--- config.mk ---
export PLATFORM = sky130hd
export DESIGN_NAME = wb_regfile_slave
export DESIGN_NICKNAME = d
export VERILOG_FILES = /design/src/rtl/wb_regfile_slave_pkg.sv /design/src/rtl/wb_regfile_bank.sv /design/src/rtl/wb_regfile_slave.sv
export SDC_FILE = /design/constraint.sdc
export NUM_CORES = 1
export LEC_CHECK = 0
export ABC_AREA = 1
export CAP_MARGIN = 25
export CORE_AREA = 2 2 251 253
export DETAILED_ROUTE_END_ITERATION = 7
export DIE_AREA = 0 0 253 255
export PLACE_DENSITY = 0.64
export SLEW_MARGIN = 20
export SYNTH_ARGS = -nofsm -noshare
export SYNTH_HDL_FRONTEND = slang
export SYNTH_SLANG_ARGS = --single-unit
--- constraint.sdc ---
create_clock -name clk_i -period 5.8 [get_ports clk_i]
set_input_delay 1.16 -clock clk_i [delete_from_list [all_inputs] [get_ports clk_i]]
set_output_delay 1.16 -clock clk_i [all_outputs]
set_load 0.01 [all_outputs]
--- src/rtl/wb_regfile_slave_pkg.sv ---
// Shared definitions for the Wishbone register-file slave.
//   state_t          : bus handshake FSM states (IDLE / WAIT / RESP)
//   REG_WR_CNT/REG_ID: indices of the two read-only registers
//   *_DEFAULT/RESET  : parameter defaults and register reset value
package wb_regfile_slave_pkg;

  typedef enum logic [1:0] {
    ST_IDLE = 2'd0,
    ST_WAIT = 2'd1,
    ST_RESP = 2'd2
  } state_t;

  localparam int          NUM_REGS    = 16;
  localparam int          NUM_RW_REGS = 14;

  localparam logic [3:0]  REG_WR_CNT  = 4'd14;
  localparam logic [3:0]  REG_ID      = 4'd15;

  localparam logic [31:0] RESET_VALUE      = 32'h0000_0000;
  localparam logic [31:0] DEFAULT_BASE_ADR = 32'h0000_0000;
  localparam logic [31:0] DEFAULT_ID_VALUE = 32'hC0DE_0001;

endpackage

--- src/rtl/wb_regfile_bank.sv ---
// Register storage for the Wishbone register-file slave.
//   Registers 0..13 : read/write, byte-lane masked by wr_sel
//   Register 14     : write counter, +1 on every committed write (any index)
//   Register 15     : constant ID_VALUE
// Ports:
//   clk_i, rst_i : clock, synchronous active-high reset
//   wr_en        : commit one write this edge
//   wr_idx/wr_data/wr_sel : write target, data, byte-lane enables
//   rd_idx/rd_data        : combinational read port
module wb_regfile_bank
  import wb_regfile_slave_pkg::*;
#(
  parameter logic [31:0] ID_VALUE = DEFAULT_ID_VALUE
) (
  input  logic        clk_i,
  input  logic        rst_i,
  input  logic        wr_en,
  input  logic [3:0]  wr_idx,
  input  logic [31:0] wr_data,
  input  logic [3:0]  wr_sel,
  input  logic [3:0]  rd_idx,
  output logic [31:0] rd_data
);

  logic [31:0] rw_regs [NUM_RW_REGS];
  logic [31:0] wr_cnt;

  // NOTE: the array is reset explicitly because every register must read
  // zero after reset; with only 14 words this stays flop-based, not RAM.
  always_ff @(posedge clk_i) begin
    if (rst_i) begin
      for (int i = 0; i < NUM_RW_REGS; i++) rw_regs[i] <= RESET_VALUE;
      wr_cnt <= RESET_VALUE;
    end else if (wr_en) begin
      // Writes to the read-only slots are still counted.
      wr_cnt <= wr_cnt + 32'd1;
      if (wr_idx < REG_WR_CNT) begin
        for (int b = 0; b < 4; b++) begin
          if (wr_sel[b]) rw_regs[wr_idx][8*b +: 8] <= wr_data[8*b +: 8];
        end
      end
    end
  end

  // NOTE: rd_data gets a default before the branches so no path leaves it
  // unassigned, which would otherwise infer a latch.
  always_comb begin
    rd_data = '0;
    if (rd_idx == REG_ID)          rd_data = ID_VALUE;
    else if (rd_idx == REG_WR_CNT) rd_data = wr_cnt;
    else                           rd_data = rw_regs[rd_idx];
  end

endmodule

--- src/rtl/wb_regfile_slave.sv ---
// Wishbone classic slave exposing 16 x 32-bit registers at BASE_ADR.
// Each access is latched in IDLE, optionally delayed WAIT_STATES cycles,
// then terminated with a one-cycle registered ack_o (hit) or err_o (miss).
// Ports:
//   clk_i, rst_i          : clock, synchronous active-high reset
//   adr_i, dat_i, we_i,
//   sel_i, stb_i, cyc_i   : Wishbone master request
//   dat_o, ack_o, err_o   : Wishbone response
module wb_regfile_slave
  import wb_regfile_slave_pkg::*;
#(
  parameter logic [31:0] BASE_ADR    = DEFAULT_BASE_ADR,
  parameter int unsigned WAIT_STATES = 1,
  parameter logic [31:0] ID_VALUE    = DEFAULT_ID_VALUE
) (
  input  logic        clk_i,
  input  logic        rst_i,
  input  logic [31:0] adr_i,
  input  logic [31:0] dat_i,
  input  logic        we_i,
  input  logic [3:0]  sel_i,
  input  logic        stb_i,
  input  logic        cyc_i,
  output logic [31:0] dat_o,
  output logic        ack_o,
  output logic        err_o
);

  localparam logic [2:0] WS = 3'(WAIT_STATES);

  state_t      state, state_nxt;
  logic [2:0]  cnt, cnt_nxt;

  // Request captured at the accepting edge.
  logic [3:0]  lat_idx;
  logic [31:0] lat_dat;
  logic        lat_we;
  logic [3:0]  lat_sel;
  logic        lat_hit;

  logic        req, accept, addr_hit;
  logic        commit_wr, ack_nxt, err_nxt;
  logic [31:0] dat_nxt, rd_data;

  assign req      = cyc_i & stb_i;
  // ack_o/err_o are high while the FSM is already back in IDLE; blocking
  // acceptance then guarantees an idle cycle between accesses.
  assign accept   = (state == ST_IDLE) & req & ~ack_o & ~err_o;
  assign addr_hit = (adr_i[31:6] == BASE_ADR[31:6]) & (adr_i[1:0] == 2'b00);

  // State register, captured request and registered outputs.
  // NOTE: sequential state uses non-blocking assignments so every flop
  // samples pre-edge values regardless of statement order.
  always_ff @(posedge clk_i) begin
    if (rst_i) begin
      state   <= ST_IDLE;
      cnt     <= '0;
      lat_idx <= '0;
      lat_dat <= '0;
      lat_we  <= 1'b0;
      lat_sel <= '0;
      lat_hit <= 1'b0;
      ack_o   <= 1'b0;
      err_o   <= 1'b0;
      dat_o   <= '0;
    end else begin
      state <= state_nxt;
      cnt   <= cnt_nxt;
      if (accept) begin
        lat_idx <= adr_i[5:2];
        lat_dat <= dat_i;
        lat_we  <= we_i;
        lat_sel <= sel_i;
        lat_hit <= addr_hit;
      end
      ack_o <= ack_nxt;
      err_o <= err_nxt;
      dat_o <= dat_nxt;
    end
  end

  // Next-state logic.
  always_comb begin
    state_nxt = state;
    cnt_nxt   = cnt;
    unique case (state)
      ST_IDLE: begin
        if (accept) begin
          cnt_nxt   = WS;
          state_nxt = (WAIT_STATES == 0) ? ST_RESP : ST_WAIT;
        end
      end
      ST_WAIT: begin
        cnt_nxt = cnt - 3'd1;
        // Abort wins over completion on the final wait edge.
        if (!req)           state_nxt = ST_IDLE;
        else if (cnt == 3'd1) state_nxt = ST_RESP;
      end
      ST_RESP: state_nxt = ST_IDLE;
      default: state_nxt = ST_IDLE;
    endcase
  end

  // Output logic: RESP drives the edge that raises ack/err and commits.
  always_comb begin
    commit_wr = 1'b0;
    ack_nxt   = 1'b0;
    err_nxt   = 1'b0;
    dat_nxt   = '0;
    if (state == ST_RESP) begin
      ack_nxt   = lat_hit;
      err_nxt   = ~lat_hit;
      commit_wr = lat_hit & lat_we;
      if (lat_hit && !lat_we) dat_nxt = rd_data;
    end
  end

  wb_regfile_bank #(
    .ID_VALUE(ID_VALUE)
  ) u_bank (
    .clk_i  (clk_i),
    .rst_i  (rst_i),
    .wr_en  (commit_wr),
    .wr_idx (lat_idx),
    .wr_data(lat_dat),
    .wr_sel (lat_sel),
    .rd_idx (lat_idx),
    .rd_data(rd_data)
  );

endmodule

Yosys cells after proc, flatten, opt, wreduce, memory -nomap -nowiden
Memory sizes are Yosys's and may differ from the RTL's. A register that Yosys moved wholly into a read port is not among the register bits.
Index checks and enable logic that the tools add are counted.

operators by class
  $add $sub $neg = 2
  order comparisons = 1
  equality and inequality tests = 7
  mux-type cells = 36
  bitwise operators = 11
  reduce and logical (&&, ||, !) cells = 12

operators by type and width
  operator                                                                count
  32-bit two-way mux                                                      3
  32-bit by 1-bit adder with 32-bit output (second input constant)        1
  32-bit OR reduction                                                     1
  26-bit logical NOT                                                      1
  1-bit two-way mux                                                       23
  4-bit two-way mux                                                       4
  4-bit equality test (second input constant)                             2
  1-bit AND                                                               6
  2-bit two-way mux                                                       3
  3-bit case mux with 2 select lines                                      1
  1-bit inverter                                                          5
  2-bit logical NOT                                                       2
  4-bit < comparator (second input constant)                              1
  2-bit case mux with 2 select lines                                      1
  2-bit AND reduction                                                     2
  4-bit OR reduction                                                      1
  3-bit by 1-bit equality test with 1-bit output (second input constant)  1
  3-bit two-way mux                                                       1
  3-bit != test (second input constant)                                   1
  3-bit OR reduction                                                      1
  3-bit by 1-bit subtractor with 3-bit output (second input constant)     1
  2-bit by 1-bit equality test with 1-bit output (second input constant)  1
  2-bit equality test (second input constant)                             1
  2-bit != test (second input constant)                                   1
  other kinds (4)                                                         4

word-level totals
  register bits = 113
  RAM bits = 448
  output and inout bits = 34
  word-level logic and storage cells = 82
  memories kept = 1

memory list
  name            depth  bits a word  rd ports  clocked after memory_dff  wr ports  line                   source
  u_bank.rw_regs  14     32           1         1                         14        wb_regfile_bank.sv:25  logic [31:0] rw_regs [NUM_RW_REGS];

Logic depth before layout (Yosys ltp)
Gate-level depths: netlist of run 1.

  depth after elaboration = 7
  mapped depth = 12

Cells and area by module
A second synthesis of run 1 with hierarchy kept.

second synthesis, totals
  cells, all modules = 2874
  area, all modules = 26578.0 µm²

modules (own cells, without submodules)
  module            instances  cells each  area each (µm²)
  wb_regfile_bank   1          2521        23752.8
  wb_regfile_slave  1          353         2825.2

Worst setup path before layout of run 1
No wires, ideal clock.

  path kind = in2reg
  start point = in rst_i
  end point = mem u_bank.rw_regs[0][0] (enable)
  setup time = 0.329 ns
  arrival time = 2.337 ns
  setup slack = 3.134 ns
  cell stages on the path = 6
  path buffers = 2
  path through = nor4_4 -> and3_1 -> buf_2 -> buf_4 -> nand2_2 -> nand2_1

RTL lines
  element      line                    source
  from (decl)  wb_regfile_slave.sv:17  input logic rst_i,
  to (decl)    wb_regfile_bank.sv:25

==> metrics list, run 1 <==
- Warning count from the yosys run: 0
- Reg clk slew, reported paths: 60 ps
- After global routing, the most crowded layer is met2.
- Worst EP required: just over 6000 ps
- Initial Util: 0.445
- First-pass GRT wire length: roughly 110 mm
- Power per standard cell area: 321 nW/um2
- Synthesis produced a netlist whose cell count is 2956.
* Netlist area before placement: 27600 um2
- Aggregate negative setup slack: 0 ps
- Area enclosed by the die boundary: 64500 um2
- In the synthesized netlist the dominant register cell turns out to be sky130_fd_sc_hd__edfxtp_1.
- Detailed-routing iteration count for the pre-antenna-repair pass: 8
* Min setup slack post-route: 2000 ps
- Depth of the most critical reg-to-reg path: 8
- Number of DRC markers in iteration 0: 2173
- Unrepaired setup endpoints after global routing: no
- For this run, the share of the core covered by cells in the final layout is 0.510.
- Vias per cell: 5.41
- The later pin in the worst-skew pair is clocked with a latency of 610 ps.
- After synthesis the netlist holds a flip-flop and latch count of roughly 630.
- The final hold violation count came to 0.
- Bufs on Longest Clock Path: 3
- Post-CTS Setup Repair Bufs: 0
* Post-synthesis cell type count: 30
* I/O Pins: 107
- Wirelength per Cell: roughly 19 um
* Count of max-cap constraint violations: 0
* Row Count: 92
* Met1 Resource Use GR: 0.313
- Derived from the worst setup path, the maximum achievable clock frequency is roughly 0.26 GHz.
- Worst hold path cell count: 0
- # hold bufs at CTS: 0
- Quantity of gates resized following cts: 0
- The finished cells cover 31700 um2.
* Classification of the worst-slack hold path: reg2reg
- Max H-tree Level: 3
* Horizontal die dimension: 253 um
- The most common cell in the synthesized netlist is sky130_fd_sc_hd__nor2_1.
* Final clock period utilization by the worst path: 0.654
- Sink Count: 629
- For met2 alone, demand over resource in global routing was 0.386.
- Counting the buffers created by CTS gives slightly below 70.
- Number of nets with antenna violations after detailed routing: 0
- After detailed routing, the number of remaining DRC violations is 0.
- Critical hold path startpoint: lat_dat[14]$_SDFFE_PP0P_
* Post-layout nets: 3127
- The worst register-to-register path ends at dat_o[12]$_SDFF_PP0_.
* Worst slack on hold paths: 446 ps
- CP Class: in2reg
- The initial antenna violation count came to 0.
- STA classifies the critical path startpoint as an input port.
- Async SR Flop Fraction: 0
- The area growth from synthesis to layout is 14.6%.
- Yosys attributes the largest share of cell area to sky130_fd_sc_hd__edfxtp_1 56%, sky130_fd_sc_hd__nor2_1 12%, sky130_fd_sc_hd__dfxtp_1 8.5%.
- Count of flip-flops with a built-in enable after synthesis: 512
- The clock arrives with ~16 ps of skew.
* Minimum clock period after layout: 3800 ps
* Final setup violation count: 0
* Slack of the worst reg-to-reg path: roughly 2500 ps
* List of most frequent post-synthesis cells: 865 x sky130_fd_sc_hd__nor2_1, 512 x sky130_fd_sc_hd__edfxtp_1, 366 x sky130_fd_sc_hd__nand2_1, 245 x sky130_fd_sc_hd__nand3_1, 238 x sky130_fd_sc_hd__o21ai_0
- The count of buffers added on input and output ports is 106.
- Of the cells placed in the final design, the portion with a size suffix greater than 1 is 0.0580.
- The flow ran to the end, and the final reports show no timing, DRC or antenna violations.
- For met3 alone, demand over resource in global routing was 0.0305.
* Global routing usage summed across all routing layers: 0.234
- Biggest fanout along the worst timing path: 14
- The worst setup path is captured at a flip-flop.
* Cell taking the most area after synthesis: sky130_fd_sc_hd__edfxtp_1
- Leakage: 11.9 nW
* Maximum resistive drop on vdd: 210 uV
- The final route contains 21100 vias.
- Core outline area: 62200 um2
* Crit path DAT: 4070 ps
- TritonCTS built the clock tree.
* Maximum number of pins on one net before global-route repair: 133
- 0 antenna diodes ended up in the layout.
- The placed instances occupy a cell area of 29500 um2.
- Once detailed placement completed, the half-perimeter wirelength came to approximately 50 mm.
- Top cell type's share of synthesized area: 0.556
- The number of global-route vias before repair came to 20100.
- Worst Max-Slew Pin Slew: 1140 ps
* DRT Wirelength: 75.6 mm
* Worst-case hold path end point: u_bank.rw_regs[14][14]$_DFFE_PP_
- The max-slew violation count is 0.
- After global routing the overflow that remains totals 0.
* Die Y: approximately 260 um
- Share of synthesized area occupied by flip-flops and latches: 0.641
* Max-Slew Margin vs Limit: 0.236
- A synthesized cell averages 9.35 um2.
* Root Buffer Master: sky130_fd_sc_hd__clkbuf_16
- Setup slack after placement: 1470 ps
- GP Congestion: 0.891
[registers in the layout, summed over array words and instances (netlist names), 2 cells and up, named ones only]
register,flops
lat_dat,32
u_bank.wr_cnt,32
dat_o,32
state,2
lat_idx,4
cnt,3
u_bank.rw_regs,512
lat_sel,4
[worst max-delay path: stages]
cell and delay (ps):
sky130_fd_sc_hd__clkdlybuf4s50_1 410, sky130_fd_sc_hd__buf_4 200, sky130_fd_sc_hd__nor4_4 580, sky130_fd_sc_hd__and3_1 880, sky130_fd_sc_hd__nand2_1 400, sky130_fd_sc_hd__nand2_1 410
[where the power goes]
group	internal, mW	total (mW)	switching (mW)
sequential	5.03	5.10	0.0677
clock	2.49	4.27	1.78
combinational	0.212	0.809	0.597
total	7.73	10.2	2.44
[layer usage]
metal	share of wire	up-vias	wire length (um)
met4	0.035	0	2650
met1	0.42	10100	31400
met5	0	-	0
li1	-	9987	-
met2	0.47	893	35700
met3	0.077	151	5810
[how the worst max path moves through the flow]
| stage | slack [ps] | end | startpoint | depth (start not counted) |
|---|---|---|---|---|
| final | 2000 | u_bank.rw_regs[5][23]$_SDFFCE_PN0P_ | rst_i | 6 |
| after global routing | 1900 | u_bank.rw_regs[5][18]$_SDFFCE_PN0P_ | rst_i | 6 |
| after CTS | 2100 | u_bank.rw_regs[5][23]$_SDFFCE_PN0P_ | rst_i | 6 |
| after detailed placement | 1470 | u_bank.rw_regs[5][20]$_SDFFCE_PN0P_ | rst_i | 6 |
| after global placement | 1510 | u_bank.rw_regs[6][19]$_SDFFCE_PN0P_ | rst_i | 6 |
| after floorplan | 3130 | u_bank.rw_regs[0][0]$_SDFFCE_PN0P_ | rst_i | 6 |
[cell usage in the layout, fill, tap and decap left out, types with 2 or more instances in the layout]
cell type                         netlist  layout
sky130_fd_sc_hd__nand2_2               40      40
sky130_fd_sc_hd__a21oi_1              101     101
sky130_fd_sc_hd__ha_1                   3       3
sky130_fd_sc_hd__inv_6                  0       5
sky130_fd_sc_hd__clkbuf_16              0      70
sky130_fd_sc_hd__clkbuf_8               0       3
sky130_fd_sc_hd__conb_1                 1      64
sky130_fd_sc_hd__clkbuf_1             122      19
sky130_fd_sc_hd__bufinv_16              0       5
sky130_fd_sc_hd__nand2_1              366     365
sky130_fd_sc_hd__nor3_1                 9       9
sky130_fd_sc_hd__nor2_1               865     864
sky130_fd_sc_hd__dfxtp_1              117     114
sky130_fd_sc_hd__dfxtp_2                0       2
sky130_fd_sc_hd__clkinv_2               0       9
sky130_fd_sc_hd__xor2_1                 2       2
sky130_fd_sc_hd__o211ai_1              50      50
sky130_fd_sc_hd__nand4_1                9       9
sky130_fd_sc_hd__clkinv_4               0       2
sky130_fd_sc_hd__inv_1                201     201
sky130_fd_sc_hd__o21ai_1                2       2
sky130_fd_sc_hd__clkinv_1               1      11
sky130_fd_sc_hd__and3_1                 2       2
sky130_fd_sc_hd__buf_4                  4      28
sky130_fd_sc_hd__inv_4                  0       2
sky130_fd_sc_hd__o21ai_0              238     238
sky130_fd_sc_hd__nor4_1                 5       5
sky130_fd_sc_hd__inv_2                  7       5
sky130_fd_sc_hd__nand3_1              245     245
sky130_fd_sc_hd__clkdlybuf4s50_1        0     106
sky130_fd_sc_hd__nor2_2                 1       2
sky130_fd_sc_hd__edfxtp_1             512     512
[cells by family (layout without fill, tap and decap cells)]
group	Yosys count	count (layout)	share of synthesized area
AO/OA/AOI/OAI	394	394	0.0761
XOR/XNOR	2	2	0.000634
adder cells (fa/ha/maj)	3	3	0.00136
buffers and inverters	383	470	0.0540
flip-flops	629	629	0.641
other	1	64	0.000136
AND/OR/NAND/NOR	1544	1544	0.227
[layout make-up]
| cell class | count | area (um2) |
|---|---|---|
| Tap cell | 799 | 1000 |
| Fill cell | 5658 | 30500 |
| Clock inverter | 33 | 313 |
| Inverter | 209 | 795 |
| Clock buffer | 92 | 1860 |
| Timing Repair Buffer | 136 | 1320 |
| Sequential cell | 629 | 17700 |
| Multi-Input combinational cell | 2007 | 8690 |
[stage by stage]
stage	cells	power (mW)
final	3905	10.2
after global routing	3905	10.5
after CTS	3904	10.2
after detailed placement	3779	5.98
after global placement	3778	5.97
after floorplan	3019	5.66
Power figures use the tool's default switching activity.
==> inputs of run 2 (changes only) <==
--- a/config.mk
+++ b/config.mk
@@ -10,7 +10,7 @@
 export CORE_AREA = 2 2 251 253
 export DETAILED_ROUTE_END_ITERATION = 7
 export DIE_AREA = 0 0 253 255
-export PLACE_DENSITY = 0.64
+export PLACE_DENSITY = 0.66
 export SLEW_MARGIN = 20
 export SYNTH_ARGS = -nofsm -noshare
 export SYNTH_HDL_FRONTEND = slang
==> constraint.sdc (replaced) <==
create_clock -name clk_i -period 3.14 [get_ports clk_i]
set_input_delay 0.628 -clock clk_i [delete_from_list [all_inputs] [get_ports clk_i]]
set_output_delay 0.628 -clock clk_i [all_outputs]
set_load 0.01 [all_outputs]
==> run 2 against run 1 <==
  * Hold slack worse by 0.66 ps
  * Via count rose by 2.2%
  * Critical endpoint is now dat_o[22]$_SDFF_PP0_
  * Utilization is 0.80 points higher
  * Worst setup slack worse by 1300 ps
  * Largest power group unchanged
  * First-iteration DRC count up 9.5%
  * Critical path type is now reg2reg
  * Critical path depth increased by 3
  * Sequential cell count unchanged
  * Sequential share of layout area fell by 0.87 points
  * Final area up 1.6%
==> metrics list, run 2 (synthesis gave the netlist of run 1 again) <==
- The highest ir drop seen on vdd is 423 uV (+100%).
* Worst EP required: 3690 ps (-2380 ps)
- Number of DRC markers in iteration 0: 2379 (+9.5%)
- The delay of the slowest critical-path stage is 600 ps (-280 ps).
* Aggregate negative setup slack: 0 ps (unchanged)
- Routed via count: 21600 (+2.2%)
* Most common cell after layout, fill and taps aside: sky130_fd_sc_hd__nor2_1
- The full die area was 64500 um2 (unchanged).
* Biggest fanout along the worst timing path: 66 (+52)
- For this run, the top clock speed supported by timing is just over 0.4 GHz.
- The average via count per standard cell came to 5.45 (+0.85%).
- The met1 capacity usage during global routing was 0.316 (+0.00242).
- The number of ports placed on the die boundary came to 107 (unchanged).
- The final weighted congestion of routability-driven global placement was 0.919 (+3.1%).
- Unrepaired setup endpoints after global routing: no
- The initial antenna violation count is 0 (unchanged).
- The number of hold buffers added after CTS came to 0 (unchanged).
- CTS tree: built
- Post-layout nets: 3185 (+1.9%)
- Area Overhead vs Synth: 16.5%
- The critical path in this run is classified as reg2reg.
- Detailed-routing iteration count for the pre-antenna-repair pass: 5 (-3)
- Depth of the most critical reg-to-reg path: 9 (+1)
* Post-CTS Setup Repair Bufs: 0 (unchanged)
- The worst clock skew was 28.7 ps (+12.8 ps).
- The fraction of layout cells with a size suffix above 1 was 0.0741 (+0.0161).
- Max H-tree Level: 3 (unchanged)
- In the layout the commonest cells are 864 x sky130_fd_sc_hd__nor2_1, 512 x sky130_fd_sc_hd__edfxtp_1, 365 x sky130_fd_sc_hd__nand2_1.
- First-pass GRT wire length: 117 mm (+3.7%)
- Reg clk slew, reported paths: 60 ps (about the same)
* Clk Latency, worst-skew pair: 600 ps (about the same)
- The initial core utilization came to 0.445 (unchanged).
- The worst setup path is launched from a flip-flop.
* Leakage: 12.1 nW (+2.2%)
- Number of CTS-inserted buffers: 68 (unchanged)
- Crit path DAT: 2970 ps (-1100 ps)
* Number of nets with antenna violations after detailed routing: 0 (unchanged)
- In this run the clock root is driven by a sky130_fd_sc_hd__clkbuf_16.
- Die Y: 255 um (unchanged)
- Row Count: 92 (unchanged)
- Classification of the worst-slack hold path: reg2reg
* Minimum clock period after layout: around 2400 ps
* Quantity of gates resized following cts: 0 (unchanged)
- Power per standard cell area: 582 nW/um2 (+81%)
* Sink Count: 629 (unchanged)
- Final clock period utilization by the worst path: 0.770
* Pins over their slew limit: 0 (unchanged)
- Port Buffer Count: 106 (unchanged)
* Worst slack on hold paths: 446 ps (-0.658 ps)
- More flip-flops sit in one register than any other, and that register is u_bank.rw_regs.
- Worst Max-Slew Pin Slew: 912 ps (-230 ps)
* Most frequent cell on the critical path: sky130_fd_sc_hd__nand3_1
- The number of global-route vias before repair came to 20800 (+3.5%).
- The global-route usage over all layers was 0.240 (+0.00641).
* Core outline area: 62200 um2 (unchanged)
- Grt peak-use layer: met2
* DRT Wirelength: 77.5 mm (+2.5%)
- Leftover overflow at the end of global routing: 0 (unchanged)
* Finished layout cell area: 32200 um2 (+1.6%)
- Filler Cells Inserted: 5596 (-1.1%)
* Horizontal die dimension: 253 um (unchanged)
* Wirelength per Cell: 19.6 um (+1.1%)
* Met2 track utilization from global routing: 0.403 (+0.0173)
- The final hold violation count came to 0 (unchanged).
- The number of buffers on the longest clock path was 3 (unchanged).
* Max-Slew Margin vs Limit: 0.390 (+0.154)
* Number of antenna repair diodes: 0 (unchanged)
- Cells traversed along the worst timing path: buf_4, nor2_1, nor2_1, o21ai_0, nand3_1, nand3_1, nand3_1, nand2_1, inv_1
* Flip-flop count of the largest register after layout: 512 (unchanged)
- The cell count of the worst hold path was 0 (unchanged).
- Status: finished, final reports clean
* Area post-placement: 30100 um2 (+1.9%)
- The detailed-route DRC error count came to 0 (unchanged).
- The number of max-cap violations came to 0 (unchanged).
* Final setup violation count: 0 (unchanged)
- Maximum number of pins on one net before global-route repair: 111 (-17%)
* Met3 Resource Use GR: 0.0412 (+0.0107)
- On the critical path, the stage with the largest delay is an instance of sky130_fd_sc_hd__buf_4.
- HPWL reported at the end of detailed placement: 52.1 mm (+7.2%)
* Category of the worst setup path capture point: flip-flop
==> run 2: changes by cell type in the layout (fill, tap and decap cells not counted), sizes merged <==
cell	change
buf	+58
inv	-2
clkinvlp	+3
clkbuf	+9
clkinv	-14
bufinv	-1
==> run 2: path summary, 6_finish.rpt <==
check | startpoint | end | slack (ps)
max | flip-flop | dat_o[22]$_SDFF_PP0_ | 720
min | lat_dat[18]$_SDFFE_PP0P_ | u_bank.rw_regs[15][18]$_DFFE_PP_ | 450
max reg2reg | flip-flop | dat_o[22]$_SDFF_PP0_ | 720
min reg2reg | lat_dat[18]$_SDFFE_PP0P_ | u_bank.rw_regs[15][18]$_DFFE_PP_ | 450
==> run 2: stage by stage <==
stage               power (mW)  worst slack (ps)  instances   util
floorplan                 10.4              1010       3019      -
global placement          11.1               374       3838  0.484
detailed placement        11.1               279       3838  0.484
CTS                       18.8               810       3958  0.518
global route              19.3               519       3958  0.518
finish                    18.7               721       3958  0.518
==> run 2: routing by layer <==
layer	vias up	wire (um)
li1	10100	-
met1	10400	31400
met2	984	37100
met3	132	6780
met4	0	2200
met5	-	0
==> run 2: worst max-delay path, delay by kind of cell (launching register included) <==
family / cells / cell delay (ps)
buf+inv: 2 / 650
simple gates: 6 / 940
compound gates: 1 / 150
flops: 1 / 570
==> run 2: final cells by class <==
| class | count | area, um2 | share of cell area |
|---|---|---|---|
| Multi-Input combinational cell | 2007 | 8690 | 0.270 |
| Tap cell | 799 | 1000 | 0.0310 |
| Clock inverter | 19 | 209 | 0.00649 |
| Clock buffer | 101 | 1930 | 0.0598 |
| Timing Repair Buffer | 194 | 1860 | 0.0577 |
| Sequential cell | 629 | 17700 | 0.550 |
| Inverter | 209 | 795 | 0.0247 |
==> run 2: where the power goes <==
part | leakage, nW | internal (mW) | switching [mW]
sequential | 6.26 | 9.29 | 0.114
combinational | 4.84 | 0.419 | 1.13
clock | 1.02 | 4.57 | 3.19
